$ cat src/rtl/seg_stable_filter.sv
// rtl/seg_stable_filter.sv - input register and run-length glitch filter
module seg_stable_filter #(
    parameter int STABLE_CYCLES = 4
) (
    input  logic       clk,
    input  logic       rst_n,
    input  logic [6:0] seg_in,
    output logic       accept,
    output logic [6:0] pattern
);

    localparam logic [7:0] STABLE_LIM = 8'(STABLE_CYCLES);

    logic [6:0] seg_q;
    logic [6:0] seg_d;
    logic [7:0] run_len_q;
    logic [7:0] run_len_d;
    logic       changed;

    // accept is combinational so the consumer registers it on the same edge
    // where run_len reaches the window; the saturated run never re-fires.
    always_comb begin
        seg_d   = seg_in;
        changed = (seg_in != seg_q);
        if (changed) begin
            run_len_d = 8'd1;
        end else if (run_len_q >= STABLE_LIM) begin
            run_len_d = STABLE_LIM;
        end else begin
            run_len_d = run_len_q + 8'd1;
        end
        accept  = (run_len_d == STABLE_LIM) && (changed || (run_len_q != STABLE_LIM));
        pattern = seg_in;
    end

    always_ff @(posedge clk) begin
        if (!rst_n) begin
            seg_q     <= 7'd0;
            run_len_q <= 8'd0;
        end else begin
            seg_q     <= seg_d;
            run_len_q <= run_len_d;
        end
    end

endmodule

$ cat config.mk
export PLATFORM = sky130hd
export DESIGN_NAME = seg_stable_filter
export DESIGN_NICKNAME = d
export VERILOG_FILES = /design/src/rtl/seg_stable_filter.sv
export SDC_FILE = /design/constraint.sdc
export NUM_CORES = 1
export LEC_CHECK = 0
export CORE_UTILIZATION = 40
export CTS_CLUSTER_SIZE = 24
export DETAILED_ROUTE_END_ITERATION = 6
export PLACE_DENSITY = 0.71
export SETUP_SLACK_MARGIN = 0.05
export SKIP_LAST_GASP = 1
export SLEW_MARGIN = 10
export SYNTH_ARGS = -nofsm -noshare
export SYNTH_HDL_FRONTEND = slang
export SYNTH_SLANG_ARGS = --single-unit
$ cat constraint.sdc
create_clock -name clk -period 1.3 [get_ports clk]
set_clock_uncertainty 0.2 [all_clocks]
set_input_delay 0.26 -clock clk [delete_from_list [all_inputs] [get_ports clk]]
set_output_delay 0.26 -clock clk [all_outputs]
set_load 0.02 [all_outputs]
==> impl_metrics.csv, run 1 <==
group,metric,value,unit
outcome,outcome,"complete, but fails checks",
outcome,violations,"setup timing",
drt,totalWireLength,1030,µm
grt,grt_max_degree,10,
final_layout,drive_gt1_share,42.5,%
sta,min_period,1.93,ns
placement,place_congestion,0.670,
drt,wire_per_inst,10.1,µm
drt,drt_iter0_drc,1,
grt,grt_pass1_wl,1880,µm
clock_tree,h-tree-depth,1,
power_and_ir_drop,peakVddDrop,0.455,mV
clock_tree,clock_latency,0.29,ns
worst_setup_path,arrival,1.47,ns
drt,dr_total_vias,462,
die,die_area,0.00173,mm²
sta,maxSlewViolCount,0,
clock_tree,root_buffer,"clkbuf_4",
clock_tree,cts-buffers-inserted,3,
clock_tree,cts_tree,"done",
final_layout,nFillCells,115,
power_and_ir_drop,combPwrFrac,16.7,%
logic_synthesis,synth_warnings,0,
clock_tree,cts_hold_buf,0,
final_layout,syn_to_final_growth,49.4,%
drt,vias_per_cell,4.53,
logic_synthesis,ys_types,19,
worst_setup_path,critPathMaxFanout,3,
worst_setup_path,cp-start-kind,"flip-flop",
worst_setup_path,slowest_stage,"dfxtp_4",
logic_synthesis,yosysSeqAreaShare,47.8,%
power_and_ir_drop,p_seq_share,54.3,%
sta,hold_viol_final,0,
die,die_x,41.6,µm
final_layout,fin_nets,99,
sta,holdWs,0.162,ns
clock_tree,cts_sinks,15,
logic_synthesis,syn_inst,60,
worst_setup_path,cp-end-kind,"output port",
sta,rsz0062_at_grt,"yes",
power_and_ir_drop,leakage,0.405,nW
die,ios,17,
grt,grt_util_all_layers,15.0,%
power_and_ir_drop,p_int,0.679,mW
drt,ant_nets,0,
worst_setup_path,critPathBufInv,2,
die,rows,13,
worst_setup_path,critPathKind,"reg -> out",
sta,worst_slack,-0.630,ns
clock_tree,clockBufferDepth,2,
drt,drt_first_pass_iters,2,
sta,fin_crit_sh,148,%
placement,dp_hpwl,748,µm
clock_tree,clk_pin_slew,0.09,ns
logic_synthesis,ys_ff_latch,15,
worst_hold_path,holdCritPathClass,"in -> reg",
grt,grt_pass1_vias,456,
grt,overflow,0,
die,start_util,45.4,%
worst_setup_path,slowest_delay,0.37,ns
drt,drc,0,
worst_setup_path,path_cells,"inv_2, ha_4, nor3b_4, nor4_4, nor3_4, buf_6",
job,maxCapViolCount,0,
power_and_ir_drop,clkPwrFrac,29.0,%
grt,antenna_found_initial,0,
sta,fmax,518,MHz
placement,placed_cells,96,
power_and_ir_drop,powerDensity,968,mW/mm²
die,die_height,41.6,µm
power_and_ir_drop,p_sw_share,25.3,%
logic_synthesis,avgSynthCellArea,10.5,µm²
sta,setup_violations,4,
logic_synthesis,netlist_area,628,µm²
placement,numPortBuffers,16,
die,core_area,0.00138,mm²
final_layout,antennaDiodeCount,0,
worst_setup_path,critPathTopFamily,"simple AND/OR/NAND/NOR gates",
worst_setup_path,cp.required,0.84,ns
power_and_ir_drop,p_switching,0.230,mW
final_layout,fin_cells,102,
-- synthesized netlist by cell type --
cell type	n	area, µm²
dfxtp_1	15	300
and2_1	7	43.8
buf_4	7	52.6
xor2_1	7	61.3
nor2_1	6	22.5
ha_1	2	25.0
inv_1	2	7.51
nand2_1	2	7.51
nand3_1	2	10.0
conb_1	1	3.75
nand2_2	1	6.26
nor2b_1	1	6.26
nor3_2	1	10.0
nor3_4	1	16.3
nor3b_1	1	7.51
nor4_1	1	6.26
nor4_2	1	12.5
nor4_4	1	21.3
o21a_1	1	7.51
-- registers in the layout, indices dropped and copies added (netlist names) --
name       flops
run_len_q      8
seg_q          7
-- path summary, 6_finish.rpt --
check | start | to | slack, ns | cells after the start
max | run_len_q[0] | accept | -0.63 | 6
min | seg_in[4] | seg_q[4] | 0.16 | 2
min reg2reg | run_len_q[4] | run_len_q[1] | 0.31 | 3
max reg2reg | seg_q[4] | run_len_q[2] | -0.11 | 5
-- power groups by stage --
stage,logic [mW],clock network (mW),registers [mW]
after floorplan,0.0862,0,0.501
after global placement,0.144,0,0.502
after detailed placement,0.145,0,0.503
after CTS,0.145,0.281,0.493
after global routing,0.165,0.307,0.496
final,0.152,0.264,0.493
-- timing repair --
action | in CTS | in global routing
setup endpoints to repair | 11 | 8
pin swaps | 4 | 4
gates resized for setup | 55 | 13
buffers inserted | 1 | 1
-- per-layer routing --
metal | vias to the layer above | wire length, µm | GRT usage, %
met4 | 0 | 36 | 11.6
li1 | 232 | - | -
met2 | 12 | 533 | 24.1
met3 | 5 | 45 | 5.22
met5 | - | 0 | 0
met1 | 213 | 413 | 15.9
-- layout by cell type (no fill, tap or decap), types with 2 or more instances in the layout --
master           instances
conb_1                   5
dlygate4sd2_1            3
nand2_1                  2
nor2_1                   5
inv_2                    2
xor2_1                   6
clkdlybuf4s15_1          4
buf_4                   11
dfxtp_1                 12
nor4_4                   2
and2_1                   7
dfxtp_2                  2
nor3_4                   2
buf_6                    6
clkbuf_4                 3
-- cell type report --
class	instances	area, µm²	area share, %
multi-input combinational	40	348	37.1
timing repair buffer	26	231	24.7
sequential	15	307	32.7
clock buffer	4	26.3	2.80
tap	15	18.8	2.00
inverter	2	7.51	0.800
-- metrics by stage --
| step | total power [mW] | instance area (µm²) | utilization, % | setup WS, ns | TNS [ns] |
|---|---|---|---|---|---|
| after floorplan | 0.587 | 673 | - | -0.268 | -0.304 |
| after global placement | 0.646 | 860 | 62.2 | -1.24 | -7.04 |
| after detailed placement | 0.648 | 860 | 62.2 | -1.26 | -7.11 |
| after CTS | 0.919 | 906 | 65.5 | -0.717 | -1.13 |
| after global routing | 0.967 | 938 | 67.9 | -0.718 | -1.20 |
| final | 0.908 | 938 | 67.9 | -0.630 | -0.916 |
-- cells by family (layout without fill, tap and decap cells) --
| group | Yosys count | after routing | synth area share, % |
|---|---|---|---|
| DFF | 15 | 15 | 47.8 |
| adders and majority gates | 2 | 2 | 3.98 |
| buffers and inverters | 9 | 32 | 9.56 |
| AOI/OAI and AO/OA | 1 | 1 | 1.20 |
| and+or+nand+nor | 25 | 25 | 27.1 |
| other | 1 | 5 | 0.597 |
| xor gates and xnor gates | 7 | 7 | 9.76 |
(Power assumes the default switching activity.)
==> run 2, diff against run 1 <==
- ABC_AREA: default -> 1
- CORE_UTILIZATION: 40 -> 41
- CTS_CLUSTER_SIZE: 24 -> default
==> impl_metrics.csv, run 2 <==
group,metric,value,unit
final_layout,largest_register_ffs,8,
drt,dr_total_vias,602,
worst_setup_path,cp-start-kind,"flip-flop",
die,core_area,0.00152,mm²
final_layout,top_regs,"run_len_q: 8 flops, seg_q: 7 flops",
logic_synthesis,synth_common_cells,"nand2_1 (27), inv_1 (22), dfxtp_1 (15)",
power_and_ir_drop,p_int,0.679,mW
die,start_util,44.3,%
die,die_x,42.6,µm
drt,drt_iter0_drc,1,
logic_synthesis,synth_edf_count,0,
final_layout,syn_to_final_growth,50.6,%
worst_setup_path,r2r-start,"run_len_q[0]",
clock_tree,h-tree-depth,1,
power_and_ir_drop,leakage,0.564,nW
logic_synthesis,netlist_area,676,µm²
placement,dp_hpwl,945,µm
sta,worst_slack,-0.534,ns
clock_tree,clk_pin_slew,0.09,ns
power_and_ir_drop,powerDensity,887,mW/mm²
logic_synthesis,synthArstFlopShare,0,%
grt,grt_pass1_vias,600,
clock_tree,root_buffer,"clkbuf_4",
grt,antenna_found_initial,0,
sta,fin_crit_sh,141,%
logic_synthesis,avgSynthCellArea,7.04,µm²
job,maxCapViolCount,0,
drt,wl_met2,648,µm
logic_synthesis,synth_area_leaders,"dfxtp_1 (44%), nand2_1 (15%), inv_1 (12%)",
final_layout,fin_util,66.7,%
clock_tree,clock_latency,0.27,ns
sta,fmax,545,MHz
logic_synthesis,ys_ff_latch,15,
logic_synthesis,synth_warnings,0,
die,die_height,42.6,µm
placement,dpl_cell_area,936,µm²
logic_synthesis,yosysSeqAreaShare,44.4,%
final_layout,antennaDiodeCount,0,
worst_hold_path,holdCritPathClass,"in -> reg",
worst_hold_path,whs_path_depth,3,
final_layout,layout_common_cells,"nand2_1 (25), inv_1 (21), buf_4 (20)",
outcome,outcome,"complete, but fails checks",
worst_hold_path,worstHoldStart,"seg_in[0]",
placement,pre_cts_ws,-1.24,ns
logic_synthesis,ys_types,15,
worst_setup_path,critPathKind,"reg -> out",
worst_setup_path,regToRegSetupSlack,-0.27,ns
clock_tree,cts_hold_buf,0,
grt,overflow,0,
power_and_ir_drop,finalPower,0.902,mW
drt,totalWireLength,1200,µm
clock_tree,clockBufferDepth,2,
final_layout,fin_nets,142,
placement,numPortBuffers,16,
worst_hold_path,holdPathEnd,"seg_q[0]",
die,ios,17,
drt,drt_first_pass_iters,3,
logic_synthesis,syn_inst,96,
logic_synthesis,ys.flop_type,"dfxtp_1",
die,rows,14,
worst_setup_path,critPathMaxFanout,2,
drt,ant_nets,0,
power_and_ir_drop,peakVddDrop,0.668,mV
clock_tree,cts_tree,"done",
sta,rsz0062_at_grt,"yes",
worst_setup_path,arrival,1.37,ns
final_layout,post-route-cell-area,0.00102,mm²
sta,min_period,1.83,ns
logic_synthesis,synth_top_area_share,44.4,%
grt,grt_util_all_layers,15.8,%
drt,wire_per_inst,8.25,µm
logic_synthesis,synth_top_area_cell,"dfxtp_1",
drt,drc,0,
power_and_ir_drop,combPwrFrac,16.9,%
grt,grt_max_degree,9,
sta,hold_viol_final,0,
sta,maxSlewViolCount,0,
logic_synthesis,synth_most_common_cell,"nand2_1",
worst_setup_path,rr_worst_depth,8,
drt,met3RoutedLength,34,µm
clock_tree,cts_sinks,15,
grt,grt_pass1_wl,2210,µm
power_and_ir_drop,p_seq_share,54.4,%
final_layout,drive_gt1_share,35.4,%
drt,routed.top_layer,"met4",
sta,setup_violations,3,
worst_setup_path,r2r-end,"run_len_q[2]",
drt,wl_met1,511,µm
clock_tree,cts-buffers-inserted,3,
worst_setup_path,cp-end-kind,"output port",
final_layout,final_common_cell,"nand2_1",
placement,place_congestion,0.729,
worst_setup_path,cp.required,0.84,ns
outcome,violations,"setup timing",
drt,vias_per_cell,4.12,
power_and_ir_drop,p_switching,0.223,mW
die,die_area,0.00181,mm²
final_layout,top_register,"run_len_q",
power_and_ir_drop,clkPwrFrac,28.7,%
power_and_ir_drop,p_sw_share,24.7,%
[run 2: cell types whose count changed after synthesis, sizes merged, moves of 3 or more]
cell / previous run / this run
inv: 2 / 22
nand3: 2 / 5
nor4: 3 / 0
and2: 7 / 1
xor2: 7 / 0
nor2: 6 / 12
nand2: 3 / 27
[run 2: power groups by stage]
stage	Clock [mW]	Sequential [mW]	Combinational, mW
after floorplan	0	0.499	0.0832
after global placement	0	0.499	0.149
after detailed placement	0	0.500	0.153
after CTS	0.273	0.491	0.152
after global routing	0.281	0.493	0.169
final	0.259	0.491	0.152
[run 2: cell families after synthesis]
group | count (synthesis) | synth area share (%)
simple gates | 46 | 28.5
buf+inv | 30 | 20.7
flops | 15 | 44.4
fa+ha+maj | 2 | 3.70
compound gates | 1 | 0.740
xor+xnor | 1 | 1.30
other cells | 1 | 0.555
[run 2: metrics by stage]
step / std cells / TNS [ns] / hold WS (ns)
6_report: 146 / -0.870 / 0.0144
5_1_grt: 146 / -1.11 / 0.0145
4_1_cts: 145 / -0.741 / 0.170
3_5_place_dp: 138 / -7.06 / 0.438
3_3_place_gp: 138 / -6.69 / 0.427
2_1_floorplan: 100 / -0.116 / 0.153
[run 2: cell type report]
type / instances / area (µm²)
flip-flops and latches: 15 / 305
multi-input cells: 55 / 294
inverters: 22 / 82.6
fillers: 126 / 507
repair buffers: 34 / 289
clock buffers: 4 / 26.3
well taps: 16 / 20.0
[run 2: layer usage]
layer,GRT usage [%],vias to the layer above
li1,-,329
met1,18.2,264
met2,28.0,7
met3,2.59,2
met4,7.50,0
met5,0,-
[run 2: how the worst max path moves through the flow]
stage            startpoint     end  slack, ns  cells after the start
2_1_floorplan      seg_q[2]  accept      -0.12                      8
3_3_place_gp      seg_in[2]  accept      -1.17                     10
3_5_place_dp      seg_in[0]  accept      -1.24                     10
4_1_cts            seg_q[0]  accept      -0.54                      8
5_1_grt        run_len_q[0]  accept      -0.61                      6
6_report       run_len_q[0]  accept      -0.53                      6
[run 2: critical path, cell delays in order (launching register included)]
cell and delay, ns:
dfxtp_2 0.34, inv_2 0.04, ha_1 0.30, nand3_2 0.10, nand3_2 0.10, nor2_4 0.11, buf_6 0.11
[run 2: timing repair]
item,CTS,global route
hold endpoints to repair,0,0
pin swaps,8,3
gates resized for setup,65,5
buffers inserted,3,1
endpoints found under the setup margin,11,7
